===== src/rtl/life_pkg.sv =====
// Shared constants and state encoding for the Game-of-Life sequencer.
package life_pkg;

    localparam int GRID_SIDE = 8;
    localparam int GRID_W    = GRID_SIDE * GRID_SIDE;

    typedef enum logic [1:0] {
        IDLE = 2'd0,
        RUN  = 2'd1,
        STEP = 2'd2,
        HALT = 2'd3
    } life_state_t;

endpackage


===== src/rtl/life_sequencer_gen_timer.sv =====
// Generation-rate tick counter: counts 0..TICK_DIV-1 while enabled.
// o_tc flags the last tick of the period.
module gen_timer #(
    parameter int TICK_DIV = 4
) (
    input  logic clk,
    input  logic reset,
    input  logic i_clear,
    input  logic i_en,
    output logic o_tc
);

    localparam int              CNT_W = (TICK_DIV > 1) ? $clog2(TICK_DIV) : 1;
    localparam logic [CNT_W-1:0] LAST = CNT_W'(TICK_DIV - 1);

    logic [CNT_W-1:0] r_cnt;

    // NOTE: sequential state uses non-blocking assignments only.
    always_ff @(posedge clk) begin
        if (reset || i_clear) begin
            r_cnt <= '0;
        end else if (i_en) begin
            r_cnt <= (r_cnt == LAST) ? '0 : r_cnt + 1'b1;
        end
    end

    assign o_tc = (r_cnt == LAST);

endmodule


===== src/rtl/life_sequencer.sv =====
// Owns the 8x8 life grid and decides when to commit the evolve datapath's
// result: free-run at TICK_DIV cycles per generation, single step, or halt.
module life_sequencer
    import life_pkg::*;
#(
    parameter int TICK_DIV = 4,
    parameter int GEN_W    = 16
) (
    input  logic              clk,
    input  logic              reset,
    input  logic              load,
    input  logic [GRID_W-1:0] seed,
    input  logic              run,
    input  logic              step,
    input  logic [GRID_W-1:0] grid_next,
    output logic [GRID_W-1:0] grid,
    output logic [GEN_W-1:0]  gen_count,
    output logic [1:0]        state,
    output logic              busy,
    output logic              stable,
    output logic              empty
);

    life_state_t       r_state;
    logic [GRID_W-1:0] r_grid;
    logic [GEN_W-1:0]  r_gen_count;
    logic              r_busy;
    logic              r_stable;

    life_state_t       w_state_next;
    logic              w_commit;
    logic              w_same;
    logic              w_halt_hit;
    logic              w_tc;
    logic              w_timer_clear;

    // Tick is held at zero whenever we are not actively free-running.
    assign w_timer_clear = load || (r_state != RUN) || !run;

    gen_timer #(.TICK_DIV(TICK_DIV)) u_gen_timer (
        .clk     (clk),
        .reset   (reset),
        .i_clear (w_timer_clear),
        .i_en    (r_state == RUN),
        .o_tc    (w_tc)
    );

    assign w_same     = (grid_next == r_grid);
    assign w_halt_hit = w_same || (grid_next == '0);

    // NOTE: every always_comb output gets a default first so no latch is inferred.
    always_comb begin
        w_state_next = r_state;
        w_commit     = 1'b0;
        case (r_state)
            IDLE: begin
                if (run)       w_state_next = RUN;
                else if (step) w_state_next = STEP;
            end
            RUN: begin
                if (!run) begin
                    w_state_next = IDLE;
                end else if (w_tc) begin
                    w_commit = 1'b1;
                    if (w_halt_hit) w_state_next = HALT;
                end
            end
            STEP: begin
                w_commit     = 1'b1;
                w_state_next = w_halt_hit ? HALT : IDLE;
            end
            HALT:    w_state_next = HALT;
            default: w_state_next = IDLE;
        endcase
    end

    always_ff @(posedge clk) begin
        if (reset) begin
            r_state     <= IDLE;
            r_grid      <= '0;
            r_gen_count <= '0;
            r_busy      <= 1'b0;
            r_stable    <= 1'b0;
        end else if (load) begin
            r_state     <= IDLE;
            r_grid      <= seed;
            r_gen_count <= '0;
            r_busy      <= 1'b0;
            r_stable    <= 1'b0;
        end else begin
            r_state <= w_state_next;
            r_busy  <= (w_state_next == RUN);
            if (w_commit) begin
                r_grid <= grid_next;
                if (r_gen_count != {GEN_W{1'b1}}) r_gen_count <= r_gen_count + 1'b1;
                if (w_same) r_stable <= 1'b1;
            end
        end
    end

    assign grid      = r_grid;
    assign gen_count = r_gen_count;
    assign state     = r_state;
    assign busy      = r_busy;
    assign stable    = r_stable;
    assign empty     = (r_grid == '0);

endmodule


===== config.mk =====
export PLATFORM = sky130hd
export DESIGN_NAME = life_sequencer
export DESIGN_NICKNAME = d
export VERILOG_FILES = /design/src/rtl/life_pkg.sv /design/src/rtl/life_sequencer_gen_timer.sv /design/src/rtl/life_sequencer.sv
export SDC_FILE = /design/constraint.sdc
export NUM_CORES = 1
export LEC_CHECK = 0
export BUFFER_PORTS_ARGS = -buffer_cell sky130_fd_sc_hd__buf_2
export CORE_MARGIN = 2
export CORE_UTILIZATION = 51
export CTS_CLUSTER_DIAMETER = 30
export DETAILED_ROUTE_END_ITERATION = 12
export GPL_TIMING_DRIVEN = 0
export PLACE_DENSITY = 0.9
export SYNTH_ARGS = -nofsm -noshare
export SYNTH_HDL_FRONTEND = slang
export SYNTH_HIERARCHICAL = 1
export SYNTH_SLANG_ARGS = --single-unit

===== constraint.sdc =====
create_clock -name clk -period 4.65 [get_ports clk]
set_input_delay 0.93 -clock clk [delete_from_list [all_inputs] [get_ports clk]]
set_output_delay 0.93 -clock clk [all_outputs]
set_load 0.02 [all_outputs]

Yosys cells after proc, flatten, opt, wreduce, memory -nomap -nowiden
Index checks and enable logic that the tools add are counted.
{ "classes": {"addsub": 2, "mul": 0, "div_mod_pow": 0, "n_lt_le_gt_ge": 0, "eq_ne": 8, "n_shift": 0, "mux": 13, "bitwise_logic": 0, "n_reduce_logical": 12} }
{ "op_table": {"columns": ["op", "n"], "rows": [
  ["logical NOT 64 bit", 2],
  ["two-way mux 64 bit", 2],
  ["== test 64 bit", 1],
  ["adder 16 x 1 -> 16 bit, second input constant", 1],
  ["!= test 16 bit, second input constant", 1],
  ["two-way mux 2 bit", 7],
  ["case mux 2 bit (4 select lines)", 1],
  ["== test 2 bit, second input constant", 3],
  ["== test 2 x 1 -> 1 bit, second input constant", 2],
  ["logical OR 1 bit", 4],
  ["AND reduction 2 bit", 2],
  ["adder 2 x 1 -> 2 bit, second input constant", 1],
  ["logical NOT 2 bit", 1],
  ["two-way mux 1 bit", 2],
  ["!= test 2 x 1 -> 1 bit, second input constant", 1],
  ["case mux 1 bit (2 select lines)", 1],
  ["nonzero test 2 bit", 1],
  ["OR reduction 2 bit", 1],
  ["logical NOT 1 bit", 1]
]} }
{ "totals": {"regBits": 86, "latch_bits": 0, "ramBits": 0, "romBits": 0, "in_bits": 133, "output_inout_bits": 85, "word_cells": 41, "n_memories": 0} }

Longest topological paths before layout
{ "logic_depth": {"depth_word": 7, "ltp_mapped": 10, "depth_no_buf": 9} }

Modules after synthesis
The synthesis kept the hierarchy.
{ "by_module_without_submodules": {"columns": ["module", "instances", "cells_each", "area_each_um2", "seq_area_each_um2"], "rows": [
  ["life_sequencer", 1, 659, 4712.0, 1681.6],
  ["gen_timer", 1, 8, 95.1, 40.0]
]} }

Least setup slack after synthesis
No wires, ideal clock.
{ "synth_path": {"path_kind": "register to output", "start": "reg r_grid[32], in the netlist grid[32]", "end": "out empty", "arrival_ns": 1.512, "required_ns": 3.720, "slack_ns": 2.208, "stages_incl_launch_ff": 4, "cell_sequence": "dfxtp_1 -> nor4_1 -> nand4_1 -> nor4_1"} }
{ "synth_via": {"elab_chain_cells": 1} }
{ "synth_lines": {"columns": ["element", "line_no", "rtl"], "rows": [
  ["from (decl)", "life_sequencer.sv:25", "logic [GRID_W-1:0] r_grid;"],
  ["from (signal assigned)", "life_sequencer.sv:94", "r_grid <= grid_next;"],
  ["logical NOT 64 bit", "life_sequencer.sv:106", "assign empty = (r_grid == '0);"],
  ["to (decl)", "life_sequencer.sv:21", "output logic empty"]
]} }
Every way passes these cells.

Worst setup path in the final report
{ "layout_path": {"start": "reg r_grid[59], in the netlist grid[59]", "end": "out empty"} }
Same word-level chain as after synthesis.

==> metrics.csv <==
metric,value,unit
layout cell share with drive strength beyond 1,26.9,%
Worst Tran Pin Value,671,ps
number of synthesized flops with an enable pin,0,
DP Wirelength,14100,um
Slew headroom,54.8,%
total area of sequential cells,1720,um2
routed length per instance,17.8,um
CP max FO,4,
Final Wtd Congestion,0.956,
leakage,2.58,nW
area post-placement,6030,um2
skew final,13.4,ps
post-synthesis sequential area ratio,35.8,%
CTS Hold Bufs,0,
postcts setup bufs,0,
cells along the critical path,"nor4_1, nand4_1, nor4_1, buf_2",
DRT Pass-1 Iters,5,
PwrDens,274,nW/um2
Period minus WS final,2740,ps
syn_nets,806,
Ys Warns,6,
row cnt,35,
Synth Register Bits,86,
Fillers,836,
H-tree Lvls,3,
root buffer cell,clkbuf_8,
initial antenna violation count,0,
Switching Fraction,33.3,%
CP top delay family,simple AND/OR/NAND/NOR gates,
grt met3 use,8.18,%
setup tns final,0,ps
Worst EP arrival,1810,ps
startpoint types,register,
RSZ-0062 raised after global routing,no,
count of final hold-check violations,0,
Flop pwr share,47.8,%
final instance area,6210,um2
Async SR Flop Fraction,0,%
vias in the first global route,5341,
io pins,218,
Max-cap violations,0,
post-CTS sizing,0,
"Net count, final",1034,
Via density,5.83,
prevailing post-synth register cell,dfxtp_1,
Hold Path Class,register to register,
Placed Instances,995,
global-route wire length before repair,26800,um
critical path class,register to output pin,
Bufs and invs on worst path,1,
cell count after synthesis,667,
fin cells,1011,
Area Growth Syn to Fin,29.3,%
area of the mapped netlist,4810,um2
Pint,1.13,mW
largest net degree at the start of global routing,16,
Core Footprint,9200,um2
cells on worst reg2reg path,10,
Pwr Total,1.70,mW
Tcrit/Tclk final,58.8,%
grt peak-use layer,met2,
CTS tree,done,
post-synth top area cell,dfxtp_1,
Max Freq,0.365,GHz
# diodes,0,
area of the multi-input gates,2910,um2
"most used cell, CP",nor4_1,
met2 Resource Use GR,55.2,%
CP peak stage delay,360,ps
Worst path depth,4,
Die Ht,101,um
Via Count,5896,
clock sinks,86,
clock-pin transition on the worst setup and hold timing paths,90,ps
PortBufs,217,
"commonest non-fill, non-tap cell in the layout",buf_2,
Slowest cell on crit path,dfxtp_1,
library cells used by synthesis,35,
Worst setup EP type,output pin,
final setup fails,0,
WHS Path Cells,2,
Final Max Slew Viols,0,
GRT Overall Usage,33.8,%
DR iter-0 viols,517,
WP data required,3720,ps
post-detailed-route count of antenna-violating nets,0,
Initial Util,52.3,%
die width,101,um
full die area,10200,um2
Syn Area/Cell,7.21,um2
top cell type's share of synthesized area,35.8,%
"Remaining Overflow, GRT",0,
Post-route DRC,0,
GR Util met1,43.0,%
clock network fraction of total power,29.9,%
worst skew pair latency,360,ps
Max Buffers Root-to-Sink,2,
combinational power share,22.3,%
status,completed,
clock buffer count from CTS,9,
VDD IR-drop max,130,uV
Sw Pwr,0.567,mW
Total Routed Length,18000,um
largest cells by area after synthesis,"dfxtp_1, a21oi_1, xnor2_1",
most frequent cells in the layout,"buf_2, nand2_1, a21oi_1, nor2_1, dfxtp_1",
-- cell usage after synthesis (2+ instances only) --
library cell	count
a21oi_1	131
and3_1	5
buf_1	3
buf_2	2
clkbuf_1	32
dfxtp_1	86
ha_1	6
inv_1	5
mux2i_1	2
nand2_1	132
nand2b_1	2
nand3_1	8
nand4_1	27
nor2_1	86
nor3_1	3
nor4_1	39
o21a_1	2
o21ai_0	3
o21ai_1	2
or3_1	2
xnor2_1	69
xor2_1	7
-- metal layers --
metal,wire length [um],vias up
met1,7140,2723
met3,2010,54
met4,495,0
li1,-,2749
met5,0,-
met2,8310,370
-- per-stage QoR --
| step | worst slack, ps | hold WS (ps) | util, % |
|---|---|---|---|
| finish | 1910 | 510 | 67.6 |
| global route | 1890 | 545 | 67.6 |
| CTS | 1960 | 515 | 67.6 |
| detailed placement | 1820 | 493 | 65.6 |
| global placement | 1760 | 461 | 65.6 |
| floorplan | 2210 | 477 | - |
-- logic make-up after synthesis --
| logic type | share of synthesized area [%] |
|---|---|
| buffers and inverters | 3.57 |
| AND/OR/NAND/NOR | 29.8 |
| flip-flops | 35.8 |
| multiplexers | 0.416 |
| AO/OA/AOI/OAI | 15.0 |
| adder cells (fa/ha/maj) | 1.56 |
| XOR/XNOR | 13.8 |
-- layout make-up --
cell class | instances | area share (%)
well taps | 111 | 2.24
flip-flops and latches | 86 | 27.7
clock inverters | 6 | 0.705
multi-input cells | 538 | 46.9
repair buffers | 217 | 17.5
clock buffers | 10 | 2.22
plain buffers | 38 | 2.46
inverters | 5 | 0.302
-- sequential cells by signal, indices dropped and copies added (netlist names) --
| name | count |
|---|---|
| grid | 64 |
| gen_count | 16 |
| busy | 1 |
| u_gen_timer/r_cnt | 2 |
| stable | 1 |
| state | 2 |
-- path summary, 6_finish.rpt --
path / start / end / slack, ps
max reg2reg: state[1] / grid[12] / 2080
max: grid[59] / empty / 1910
min reg2reg: stable / stable / 510
min: stable / stable / 510
-- power groups by stage --
stage / sequential, mW / combinational, mW / clock (mW)
after detailed placement: 0.829 / 0.369 / 0
after CTS: 0.812 / 0.371 / 0.507
after global placement: 0.829 / 0.365 / 0
after floorplan: 0.860 / 0.164 / 0
final: 0.814 / 0.380 / 0.508
after global routing: 0.817 / 0.407 / 0.530
-- worst min-delay path: stages, from the launching register on --
cell	delay, ps
dfxtp_1	340
nor2_1	50
nor2_1	80
(Power assumes the default switching activity.)
